`src/rtl/decrypt_out_pkg.sv`:
```
// Shared types for the decrypt output stage: the word geometry and the FIFO entry
// that carries a packed word with its count of valid bytes.
package decrypt_out_pkg;
    localparam int WORD_W         = 32;
    localparam int BYTES_PER_WORD = 4;

    typedef logic [2:0] nbytes_t;

    typedef struct packed {
        nbytes_t           nbytes;
        logic [WORD_W-1:0] data;
    } out_word_t;
endpackage

```
`src/rtl/decrypt_out_fifo.sv`:
```
// Synchronous show-ahead FIFO of out_word_t. The head entry is presented
// combinationally, and it reads as all-zero whenever the FIFO is empty.
module decrypt_out_fifo
    import decrypt_out_pkg::*;
#(
    parameter int DEPTH = 8
) (
    input  logic                   clk,
    input  logic                   rst,
    input  logic                   push,
    input  out_word_t              wdata,
    input  logic                   pop,
    output out_word_t              rdata,
    output logic                   full,
    output logic                   empty,
    output logic [$clog2(DEPTH):0] level
);
    localparam int AW = $clog2(DEPTH);
    localparam int LW = AW + 1;

    out_word_t       mem [DEPTH];
    logic [AW-1:0]   wr_ptr;
    logic [AW-1:0]   rd_ptr;
    logic            do_push;
    logic            do_pop;

    assign full  = (level == LW'(DEPTH));
    assign empty = (level == '0);

    // A pop frees a slot in the same cycle, so a push into a full FIFO can still land.
    assign do_pop  = pop && !empty;
    assign do_push = push && (!full || do_pop);

    assign rdata = empty ? '0 : mem[rd_ptr];

    always_ff @(posedge clk) begin
        if (do_push && !rst) begin
            mem[wr_ptr] <= wdata;
        end
    end

    always_ff @(posedge clk) begin
        if (rst) begin
            wr_ptr <= '0;
            rd_ptr <= '0;
            level  <= '0;
        end else begin
            if (do_push) wr_ptr <= wr_ptr + AW'(1);
            if (do_pop)  rd_ptr <= rd_ptr + AW'(1);
            case ({do_push, do_pop})
                2'b10:   level <= level + LW'(1);
                2'b01:   level <= level - LW'(1);
                default: level <= level;
            endcase
        end
    end
endmodule

```
`src/rtl/decrypt_out_packer.sv`:
```
// Packs the decrypt pipeline's byte stream little-endian into 32-bit words and
// queues them for a consumer; words that find the queue full are dropped and flagged.
module decrypt_out_packer
    import decrypt_out_pkg::*;
#(
    parameter int DEPTH = 8
) (
    input  logic                   clk,
    input  logic                   rst,
    input  logic                   v_in,
    input  logic [7:0]             din,
    input  logic                   flush,
    input  logic                   out_ready,
    input  logic                   clr_ovf,
    output logic                   out_valid,
    output logic [WORD_W-1:0]      out_data,
    output logic [2:0]             out_nbytes,
    output logic                   overflow,
    output logic [$clog2(DEPTH):0] level
);
    logic [1:0]  cnt;
    logic [23:0] pack;
    logic [1:0]  cnt_nx;
    logic [23:0] pack_nx;
    logic        push_req;
    out_word_t   push_word;
    out_word_t   head;
    logic        fifo_full;
    logic        fifo_empty;
    logic        pop;
    logic        drop;

    // Output handshake: a word transfers on a rising edge where out_valid && out_ready;
    // out_valid never waits on out_ready, and the head holds steady until it is taken.
    assign pop = out_valid && out_ready;

    // pack is cleared whenever a word leaves, so lanes above cnt always read as zero.
    always_comb begin
        cnt_nx    = cnt;
        pack_nx   = pack;
        push_req  = 1'b0;
        push_word = '0;
        if (v_in) begin
            if (cnt == 2'd3) begin
                push_req         = 1'b1;
                push_word.data   = {din, pack};
                push_word.nbytes = 3'd4;
                cnt_nx           = 2'd0;
                pack_nx          = '0;
            end else begin
                case (cnt)
                    2'd0:    pack_nx[7:0]   = din;
                    2'd1:    pack_nx[15:8]  = din;
                    default: pack_nx[23:16] = din;
                endcase
                cnt_nx = cnt + 2'd1;
            end
        end
        if (flush && !push_req && cnt_nx != 2'd0) begin
            push_req         = 1'b1;
            push_word.data   = {8'h00, pack_nx};
            push_word.nbytes = {1'b0, cnt_nx};
            cnt_nx           = 2'd0;
            pack_nx          = '0;
        end
    end

    assign drop = push_req && fifo_full && !pop;

    always_ff @(posedge clk) begin
        if (rst) begin
            cnt      <= '0;
            pack     <= '0;
            overflow <= 1'b0;
        end else begin
            cnt  <= cnt_nx;
            pack <= pack_nx;
            if (drop)         overflow <= 1'b1;
            else if (clr_ovf) overflow <= 1'b0;
        end
    end

    decrypt_out_fifo #(.DEPTH(DEPTH)) u_fifo (
        .clk   (clk),
        .rst   (rst),
        .push  (push_req),
        .wdata (push_word),
        .pop   (pop),
        .rdata (head),
        .full  (fifo_full),
        .empty (fifo_empty),
        .level (level)
    );

    assign out_valid  = !fifo_empty;
    assign out_data   = head.data;
    assign out_nbytes = head.nbytes;
endmodule

```
`config.mk`:
```
export PLATFORM = sky130hd
export DESIGN_NAME = decrypt_out_packer
export DESIGN_NICKNAME = d
export VERILOG_FILES = /design/src/rtl/decrypt_out_pkg.sv /design/src/rtl/decrypt_out_fifo.sv /design/src/rtl/decrypt_out_packer.sv
export SDC_FILE = /design/constraint.sdc
export NUM_CORES = 1
export LEC_CHECK = 0
export BUFFER_PORTS_ARGS = -buffer_cell sky130_fd_sc_hd__buf_2
export CORE_ASPECT_RATIO = 1.2
export CORE_MARGIN = 4
export CORE_UTILIZATION = 60
export CTS_CLUSTER_DIAMETER = 50
export DETAILED_ROUTE_END_ITERATION = 16
export GPL_TIMING_DRIVEN = 1
export MAX_ROUTING_LAYER = met4
export PLACE_DENSITY = 0.78
export SETUP_SLACK_MARGIN = 0.05
export SLEW_MARGIN = 15
export SYNTH_ARGS = -nofsm -noshare
export SYNTH_HDL_FRONTEND = slang
export SYNTH_SLANG_ARGS = --single-unit
export TNS_END_PERCENT = 30
```
`constraint.sdc`:
```
create_clock -name clk -period 7.7 [get_ports clk]
set_clock_uncertainty 0.2 [all_clocks]
set_input_delay 1.54 -clock clk [delete_from_list [all_inputs] [get_ports clk]]
set_output_delay 1.54 -clock clk [all_outputs]
set_load 0.1 [all_outputs]
```
==> results of run 1 <==
routing by layer:
| metal | up-vias | GRT usage | part of all wire |
|---|---|---|---|
| met1 | 3499 | 0.324 | 0.40 |
| met5 | - | - | 0 |
| li1 | 2945 | - | - |
| met3 | 42 | 0.0281 | 0.071 |
| met4 | 0 | 0.0535 | 0.019 |
| met2 | 280 | 0.371 | 0.51 |
power by group through the flow:
stage                     sequential, uW  clock (uW)  combinational, uW
after floorplan                     2010           0               1340
after global placement              1990           0               1600
after detailed placement            2000           0               1620
after CTS                           1960        1410               1630
after global routing                1970        1480               1680
final                               1960        1390               1610
final timing paths:
| path | startpoint | to | cells after the start |
|---|---|---|---|
| setup / recovery | flip-flop | out_data[4] | 5 |
| hold reg to reg | pack[2] | pack[2] | 2 |
| hold / removal | pack[2] | pack[2] | 2 |
| setup reg to reg | u_fifo.level[1] | u_fifo.level[2] | 11 |
kinds of logic after synthesis:
group / count (synthesis) / share of synthesized area
adder cells (fa/ha/maj): 8 / 0.00783
flip-flops: 320 / 0.721
AO/OA/AOI/OAI: 67 / 0.0428
XOR/XNOR: 5 / 0.00343
buffers and inverters: 43 / 0.0147
multiplexers: 109 / 0.154
AND/OR/NAND/NOR: 155 / 0.0561
metrics by stage:
stage	hold slack, ns	cell area [um2]	util	setup slack (ns)
2_1_floorplan	0.231	12800	-	1.13
3_3_place_gp	0.240	13400	0.639	3.15
3_5_place_dp	0.245	13400	0.639	3.13
4_1_cts	0.258	14300	0.684	2.54
5_1_grt	0.277	14300	0.684	2.36
6_report	0.262	14300	0.684	2.67
worst reg2reg max path, delay by kind of cell, from the launching register on:
| family | cells | cell delay [ns] |
|---|---|---|
| xor+xnor | 2 | 0.27 |
| simple gates | 4 | 1.89 |
| flops | 1 | 0.38 |
| buf+inv | 1 | 0.10 |
| fa+ha+maj | 2 | 0.48 |
| compound gates | 2 | 0.31 |
synthesized netlist by cell type:
| cell type | count |
|---|---|
| and3_1 | 9 |
| inv_2 | 3 |
| inv_1 | 3 |
| or3_1 | 3 |
| xnor2_1 | 1 |
| and3_4 | 1 |
| nor2_1 | 52 |
| o211ai_1 | 2 |
| nor4b_1 | 1 |
| mux2_2 | 1 |
| buf_2 | 9 |
| a21oi_2 | 20 |
| dfxtp_1 | 40 |
| a32o_1 | 25 |
| a31o_1 | 1 |
| nor2b_1 | 2 |
| mux2i_1 | 37 |
| a21oi_1 | 11 |
| nand3b_1 | 2 |
| buf_1 | 5 |
| nand2_1 | 57 |
| nor3b_1 | 3 |
| o21ai_0 | 3 |
| edfxtp_1 | 280 |
| xor2_1 | 4 |
| clkbuf_1 | 21 |
| nor3_1 | 3 |
| and2_1 | 5 |
| buf_6 | 2 |
| nand3_1 | 4 |
| o22ai_1 | 2 |
| nand2b_1 | 6 |
| ha_1 | 8 |
| mux4_2 | 70 |
| mux2_4 | 1 |
| or2_1 | 1 |
| nor4_1 | 3 |
| or3_4 | 1 |
| or3b_4 | 1 |
| nor2_4 | 1 |
| o21ai_1 | 3 |
flip-flops by register name, summed over array words and instances (netlist names), named ones only:
signal	flops
cnt	2
overflow	1
u_fifo.mem	280
u_fifo.rd_ptr	3
u_fifo.level	4
u_fifo.wr_ptr	3
pack	24
area by class of cell:
class | count | area, um2
Clock inverter | 9 | 82.6
Clock buffer | 43 | 848
Timing Repair Buffer | 72 | 405
Multi-Input combinational cell | 344 | 3430
Tap cell | 270 | 338
Inverter | 6 | 22.5
Fill cell | 1273 | 6630
Sequential cell | 320 | 9220
Antenna cell | 1 | 2.50
==> impl_metrics.csv, run 1 <==
group,metric,value,unit
placement,place_hpwl,14700,um
drt,drt-initial-drc-count,785,
cts,path_clk_slew,0.07,ns
critical_path,max_stage_delay,0.74,ns
drt,routed_wl,26100,um
placement,finalWeightedCongestion,0.791,
pwr,comb_power_share,0.325,
critical_path,crit_family,"buffers and inverters",
synth,synth-seq-cells,320,
cells_and_area,final_common_cell,"edfxtp_1",
synth,syn_area,12800,um2
synth,syn-num-nets,729,
drt,vias,6766,
synth,yosysUniqueCellTypes,41,
pwr,leakagePower,0.00465,uW
timing,rsz0062_at_grt,"no",
critical_path,cp-start-kind,"flip-flop",
cts,cts-root-buf,"clkbuf_16",
synth,netlist_instances,707,
timing,finalSetupViolCount,0,
cts,clk_latency,0.54,ns
drt,avgViaCountPerCell,6.35,
critical_path,crit_type,"reg -> out",
min_path,hp-class,"reg -> reg",
job,maxCapViolations,0,
placement,numPortBuffers,54,
grt,grtUsageTotal,0.231,
floorplanning,die_h,168,um
synth,synth.avg_cell_area,18.1,um2
critical_path,crit_fanout,42,
cts,cts_tree,"yes",
critical_path,cp_slowest_cell,"buf_4",
pwr,swShare,0.386,
timing,max_clock_freq,0.199,GHz
drt,drc,0,
timing,fin_setup_tns,0,ns
pwr,p_clk_frac,0.279,
timing,slew_headroom,0.212,
cts,numCtsBuffers,28,
cts,cts_hold_buf,0,
grt,grt-ovfl-total,0,
grt,antenna_found_initial,0,
placement,placedCellCount,1012,
grt,grt_pass1_vias,7016,
critical_path,path_cells,"buf_4 > mux4_2 > mux2i_1 > nor2_1 > buf_2",
floorplanning,num_rows,58,
critical_path,cp_num_buf_inv,2,
synth,synth-warning-count,0,
pwr,netSwitchingPower,1910,uW
critical_path,crit_arrival,3.29,ns
critical_path,cp.required,5.96,ns
floorplanning,chipWidth,141,um
drt,wl_per_cell,24.5,um
pwr,total_power,4960,uW
cts,clockBufferDepth,3,
floorplanning,core_area,21000,um2
timing,slew_viol_final,0,
drt,firstDrtPassIters,6,
cells_and_area,stdcell_count,1065,
floorplanning,io_pins,55,
floorplanning,start_util,0.609,
drt,drtAntennaViolNets,0,
grt,grt_start_max_net_pins,71,
cells_and_area,nets,794,
cells_and_area,syn_to_final_growth,12.3,%
floorplanning,dieArea,23700,um2
cts,cts_resized,0,
critical_path,endpoint_kind,"output pin",
critical_path,r2r_slack,4.01,ns
cells_and_area,most-common-layout-cells,"280 x edfxtp_1, 70 x mux4_2, 57 x nand2_1",
synth,synth-seq-area-share,0.721,
cts,post_cts_buffers,0,
pwr,peakVddDrop,0.353,mV
timing,layout_worst_path_cycle_share,0.654,
cts,clock_sinks,320,
timing,worstMarginPinSlew,1.18,ns
pwr,p_int,3040,uW
pwr,powerDensity,346,nW/um2
run_status,outcome,"finished clean",
timing,finalCriticalPeriod,5.03,ns
pwr,pwr-share-seq,0.395,
synth,synth_top_area_cell,"edfxtp_1",
cells_and_area,drive_gt1_frac,0.286,
grt,grt_pass1_wl,40700,um
synth,synthTopCellsByArea,"edfxtp_1 66%, mux4_2 12%, dfxtp_1 6.3%, mux2i_1 2.9%, a32o_1 2.0%",
cts,htreeDepth,1,
timing,hold_violations,0,
synth,synth.top_cell.area_share,0.658,
Note: power is estimated with default switching activity, not from simulation.
==> run 2: changes to the inputs <==
Settings changed: ABC_AREA set to 1, CORE_UTILIZATION 60 to 55, PLACE_DENSITY 0.78 to 0.75.
Clock period 7.7 ns to 4.4 ns, I/O delays scaled along.
==> run 2 against run 1 <==
  * Register-to-register slack got worse by 2.8 ns
  * Count of clock-buffer cells in the layout is 10 lower
  * Utilization shrank 5.3 points
  * Worst setup slack got worse by 2.3 ns
  * Largest power group is now combinational cells
==> impl_metrics.csv, run 2 <==
group,metric,value,unit
run_status,outcome,"finished clean",
placement,place_hpwl,18000,um
floorplanning,num_rows,61,
cts,htreeDepth,1,
pwr,comb_power_share,0.399,
critical_path,crit_top_cell,"o21ai_0",
cells_and_area,largest_reg_flops,280,
synth,synthTopCellsByArea,"edfxtp_1 64%, nor2_1 6.9%, dfxtp_1 6.1%, o21ai_0 5.8%, o22ai_1 2.8%",
grt,use_met1,0.320,
drt,drc,0,
floorplanning,chipWidth,150,um
placement,placedCellCount,1423,
critical_path,endpoint_kind,"output pin",
timing,layout_worst_path_cycle_share,0.916,
synth,yosysUniqueCellTypes,31,
cts,clockBufferDepth,3,
synth,synth.top_cell.area_share,0.636,
synth,async_reset_ff_frac,0,
grt,antenna_found_initial,0,
cells_and_area,final_common_cell,"edfxtp_1",
cts,numCtsBuffers,29,
floorplanning,dieArea,26600,um2
cts,cts_tree,"yes",
drt,avgViaCountPerCell,5.83,
cts,clock_sinks,320,
min_path,worstHoldStart,"u_fifo.rd_ptr[2]",
pwr,peakVddDrop,0.646,mV
timing,finalSetupViolCount,0,
synth,yosys.area_share.simple,0.107,
timing,fin_setup_tns,0,ns
floorplanning,die_h,178,um
critical_path,rr_worst_depth,11,
job,maxCapViolations,0,
synth,synthFlopType,"edfxtp_1",
synth,netlist_instances,1093,
placement,numPortBuffers,54,
critical_path,cp_slowest_cell,"dfxtp_4",
pwr,p_clk_frac,0.246,
cts,post_cts_buffers,0,
critical_path,cp-start-kind,"flip-flop",
critical_path,r2r-start,"cnt[0]",
synth,synth-seq-area-share,0.697,
timing,worstMarginPinSlew,1.05,ns
cells_and_area,nets,1161,
critical_path,crit_fanout,82,
min_path,min_to,"u_fifo.rd_ptr[2]",
cells_and_area,seq_area,9220,um2
synth,synth_top_family_by_area,"compound AO/OA/AOI/OAI gates",
cells_and_area,stdcell_count,1476,
pwr,swShare,0.443,
synth,synth_top_area_cell,"edfxtp_1",
grt,grt_pass1_wl,47000,um
cells_and_area,most-common-layout-cells,"280 x edfxtp_1, 226 x nor2_1, 152 x o21ai_0",
critical_path,r2r-end,"u_fifo.mem[3][20]",
cells_and_area,largest-register,"u_fifo.mem",
synth,synth.most_common_cell,"edfxtp_1",
grt,grt-ovfl-total,0,
cts,path_clk_slew,0.06,ns
cells_and_area,drive_gt1_frac,0.151,
synth,synth_common_cells,"280 x edfxtp_1, 243 x nor2_1, 152 x o21ai_0, 59 x o22ai_1, 52 x inv_1",
cells_and_area,reg.largest.list,"u_fifo.mem (280), pack (24), u_fifo.level (4)",
cts,cts_resized,0,
synth,syn-num-nets,1115,
critical_path,r2r_slack,1.18,ns
floorplanning,core_area,23400,um2
pwr,leakagePower,0.00498,uW
grt,grt_use_met2,0.382,
drt,drt-initial-drc-count,1052,
floorplanning,start_util,0.564,
cts,cts_hold_buf,0,
pwr,pwr-share-seq,0.355,
grt,grt_start_max_net_pins,141,
synth,yosys.area_share.adder,0.00757,
grt,met3_usage,0.0253,
synth,synth-warning-count,0,
critical_path,crit_arrival,2.95,ns
drt,firstDrtPassIters,5,
cells_and_area,utilization,0.631,
timing,max_clock_freq,0.248,GHz
floorplanning,io_pins,55,
cells_and_area,syn_to_final_growth,11.8,%
drt,drtAntennaViolNets,0,
pwr,netSwitchingPower,4400,uW
synth,syn_area,13200,um2
pwr,powerDensity,671,nW/um2
synth,synth-seq-cells,320,
synth,synth_xor_area_frac,0.00256,
pwr,p_int,5520,uW
cells_and_area,final.fill_count,1767,
cts,cts-root-buf,"clkbuf_16",
min_path,hp-class,"reg -> reg",
cts,clk_latency,0.53,ns
grt,gr-max-usage-layer,"met2",
drt,vias,8601,
synth,synth.avg_cell_area,12.1,um2
critical_path,crit_type,"reg -> out",
cells_and_area,multi_input_area,3510,um2
drt,routed_wl,30100,um
timing,hold_violations,0,
timing,rsz0062_at_grt,"no",
placement,finalWeightedCongestion,0.809,
synth,synth-compound-area-share,0.116,
synth,synth.mux.area_fraction,0.0265,
critical_path,max_stage_delay,0.86,ns
timing,finalCriticalPeriod,4.03,ns
min_path,hold_path_depth,2,
cells_and_area,antenna_cells,0,
grt,grt_pass1_vias,8356,
critical_path,cp.required,3.32,ns
timing,slew_viol_final,0,
drt,wl_per_cell,20.4,um
critical_path,path_cells,"buf_4 > o21ai_0 > o21ai_1 > o21ai_0 > nor2_2 > buf_2",
grt,grtUsageTotal,0.235,
synth,synth_edf_count,280,
timing,slew_headroom,0.301,
[run 2: cell count changes in the layout (fill, tap and decap cells not counted), moves of 18 or more]
cell,delta
nor2_4,+27
o21ai_1,+33
nor2_1,+175
a21oi_2,-20
nand2_1,-18
o22ai_1,+57
o21ai_0,+149
a32o_1,-25
mux4_2,-70
inv_1,+49
[run 2: routing by layer]
metal | share of wire | up-vias
li1 | - | 3992
met2 | 0.49 | 393
met5 | 0 | -
met4 | 0.025 | 0
met1 | 0.40 | 4161
met3 | 0.077 | 55
[run 2: critical path: cells and delay by family (launching register included)]
family          cells  cell delay [ns]
buf+inv             2             0.81
simple gates        1             0.17
compound gates      3             0.46
flops               1             0.86
[run 2: final cells by class]
class / instances / share of cell area
Sequential cell: 320 / 0.624
Inverter: 56 / 0.0144
Clock inverter: 20 / 0.0120
Clock buffer: 33 / 0.0501
Tap cell: 315 / 0.0267
Timing Repair Buffer: 81 / 0.0354
Multi-Input combinational cell: 651 / 0.238
[run 2: per-stage QoR]
| stage | power (uW) | instance area (um2) | hold slack [ns] | setup WS [ns] |
|---|---|---|---|---|
| final | 9920 | 14800 | 0.272 | 0.369 |
| after global routing | 10300 | 14800 | 0.307 | 0.194 |
| after CTS | 9950 | 14800 | 0.277 | 0.406 |
| after detailed placement | 7540 | 13900 | 0.266 | 0.924 |
| after global placement | 7500 | 13900 | 0.249 | 1.00 |
| after floorplan | 6810 | 13200 | 0.233 | 0.266 |
[run 2: worst max-delay path by stage]
stage / endpoint / cells past startpoint
6_report: out_data[25] / 6
5_1_grt: out_data[25] / 6
4_1_cts: out_data[25] / 6
3_5_place_dp: u_fifo.mem[3][20] / 9
3_3_place_gp: u_fifo.mem[3][25] / 9
2_1_floorplan: out_data[10] / 5
[run 2: cell families (layout without fill, tap and decap cells)]
logic type / count (synthesis) / after routing
adder cells (fa/ha/maj): 8 / 8
multiplexers: 35 / 35
flip-flops: 320 / 320
buffers and inverters: 122 / 190
AO/OA/AOI/OAI: 282 / 282
XOR/XNOR: 3 / 3
AND/OR/NAND/NOR: 323 / 323
[run 2: power groups by stage]
| stage | combinational [uW] | clock, uW | sequential (uW) |
|---|---|---|---|
| global route | 4190 | 2600 | 3540 |
| global placement | 3910 | 0 | 3580 |
| detailed placement | 3950 | 0 | 3590 |
| floorplan | 3210 | 0 | 3600 |
| finish | 3960 | 2440 | 3520 |
| CTS | 3970 | 2460 | 3530 |
==> run 3: changes to the inputs <==
Settings changed: CORE_UTILIZATION 55 to 58, CTS_BUF_LIST set to sky130_fd_sc_hd__clkbuf_4, PLACE_DENSITY 0.75 to 0.79.
==> run 3 against run 2 <==
  * First-iteration DRC count is 30% lower
  * Critical path depth is 1 higher
  * Clock power is 5% lower
  * Sequential power hardly changed
  * Hold slack worse by 0.020 ns
  * Flip-flop and latch count stayed put
  * Highest routed layer unchanged
  * Sequential share of layout area is 0.058 points higher
  * Cell area hardly changed
  * Combinational power is 1% lower
  * Global-route usage is 0.32 points higher
  * Non-clock buffer count is 2 lower
==> impl_metrics.csv, run 3 (synthesis results as in run 2) <==
group,metric,value,unit
cells_and_area,reg.largest.list,"u_fifo.mem (280), pack (24), u_fifo.level (4)",
cells_and_area,seq_area,9220,um2
min_path,hp-class,"in -> reg",
run_status,outcome,"finished clean",
critical_path,crit_fanout,60,
grt,antenna_found_initial,3,
job,maxCapViolations,0,
cts,cts-root-buf,"clkbuf_4",
drt,drt-initial-drc-count,739,
floorplanning,core_area,22400,um2
cells_and_area,multi_input_area,3510,um2
cts,htreeDepth,3,
critical_path,crit_top_cell,"o21ai_0",
critical_path,max_stage_delay,0.50,ns
cells_and_area,syn_to_final_growth,11.7,%
cells_and_area,largest-register,"u_fifo.mem",
floorplanning,num_rows,60,
placement,placed_cell_area,13800,um2
cells_and_area,utilization,0.658,
pwr,peakVddDrop,0.690,mV
timing,slew_viol_final,0,
pwr,leakagePower,0.00510,uW
cts,cts_tree,"yes",
cts,numCtsBuffers,74,
cells_and_area,final_common_cell,"edfxtp_1",
critical_path,cp.required,3.32,ns
cts,path_clk_slew,0.07,ns
grt,grtUsageTotal,0.238,
critical_path,crit_arrival,3.01,ns
drt,avgViaCountPerCell,5.84,
floorplanning,io_pins,55,
grt,grt_pass1_vias,8992,
cts,clockBufferDepth,3,
grt,grt_pass1_wl,45900,um
grt,grt-ovfl-total,0,
cells_and_area,drive_gt1_frac,0.200,
placement,place_hpwl,17000,um
min_path,worstHoldStart,"rst",
cts,clock_sinks,320,
floorplanning,dieArea,25300,um2
drt,firstDrtPassIters,5,
placement,numPortBuffers,54,
critical_path,r2r-start,"cnt[0]",
cts,clk_latency,0.69,ns
cells_and_area,most-common-layout-cells,"280 x edfxtp_1, 226 x nor2_1, 152 x o21ai_0",
grt,grt_start_max_net_pins,104,
timing,fin_setup_tns,0,ns
floorplanning,start_util,0.589,
timing,hold_violations,0,
timing,max_clock_freq,0.245,GHz
critical_path,cp-start-kind,"flip-flop",
timing,finalSetupViolCount,0,
critical_path,endpoint_kind,"output pin",
pwr,powerDensity,662,nW/um2
drt,wl_per_cell,19.4,um
cells_and_area,final.fill_count,1565,
cells_and_area,nets,1204,
drt,drc,0,
critical_path,r2r_slack,1.09,ns
drt,routed_wl,29500,um
timing,slew_headroom,0.369,
drt,vias,8877,
floorplanning,die_h,173,um
placement,finalWeightedCongestion,0.804,
cells_and_area,largest_reg_flops,280,
critical_path,cp_slowest_cell,"dfxtp_4",
drt,drtAntennaViolNets,0,
timing,finalCriticalPeriod,4.09,ns
timing,rsz0062_at_grt,"no",
cells_and_area,fin_area,14800,um2
critical_path,crit_type,"reg -> out",
timing,layout_worst_path_cycle_share,0.929,
floorplanning,chipWidth,146,um
timing,worstMarginPinSlew,0.946,ns
cts,cts_hold_buf,0,
critical_path,path_cells,"inv_2 > buf_12 > o21ai_0 > o21ai_1 > o21ai_0 > nor2_1 > buf_2",
[run 3: cell count changes in the layout (fill, tap and decap cells not counted), sizes merged]
cell,previous run,this run
buf,81,79
clkinv,14,15
inv,56,58
clkinvlp,3,1
diode,0,4
clkbuf,33,112
bufinv,3,1
[run 3: area by class of cell]
type / instances / area share
antenna: 4 / 0.000678
clock buffer: 112 / 0.0569
clock inverter: 19 / 0.00695
inverter: 56 / 0.0144
multi-input combinational: 651 / 0.238
sequential: 320 / 0.624
tap: 279 / 0.0236
timing repair buffer: 79 / 0.0352
[run 3: final timing paths]
check | cells past startpoint | endpoint
worst max-delay path | 7 | out_data[28]
worst min-delay path | 2 | u_fifo.wr_ptr[1]
worst max register to register | 11 | u_fifo.mem[4][16]
worst min register to register | 2 | u_fifo.rd_ptr[2]
[run 3: where the power goes]
| group | total [uW] | internal, uW | switching, uW |
|---|---|---|---|
| combinational | 3910 | 754 | 3160 |
| clock | 2320 | 1220 | 1100 |
| sequential | 3550 | 3400 | 152 |
[run 3: per-stage QoR]
stage          hold WS [ns]  std cells  worst slack [ns]  total power (uW)
2_1_floorplan         0.233       1093             0.266              6810
3_3_place_gp          0.245       1384             0.910              7430
3_5_place_dp          0.254       1384             0.846              7480
4_1_cts               0.211       1515             0.141              9780
5_1_grt               0.216       1520            0.0800             10300
6_report              0.252       1520             0.311              9780
[run 3: worst max-delay path: cells and delay by family, from the launching register on]
kind | cells | cell delay, ns
buffers and inverters | 3 | 1.12
AND/OR/NAND/NOR | 1 | 0.30
AO/OA/AOI/OAI | 3 | 0.34
flip-flops | 1 | 0.50
[run 3: repair_timing]
item | CTS | global route
buffers inserted | 0 | 1
resized for setup | 0 | 1
endpoints found under the setup margin | 0 | 11
[run 3: per-layer routing]
metal,GRT usage,up-vias,wire [um]
met1,0.271,4258,10900
met5,-,-,0
met3,0.0486,98,2320
met4,0.122,0,1220
met2,0.400,384,15100
li1,-,4137,-
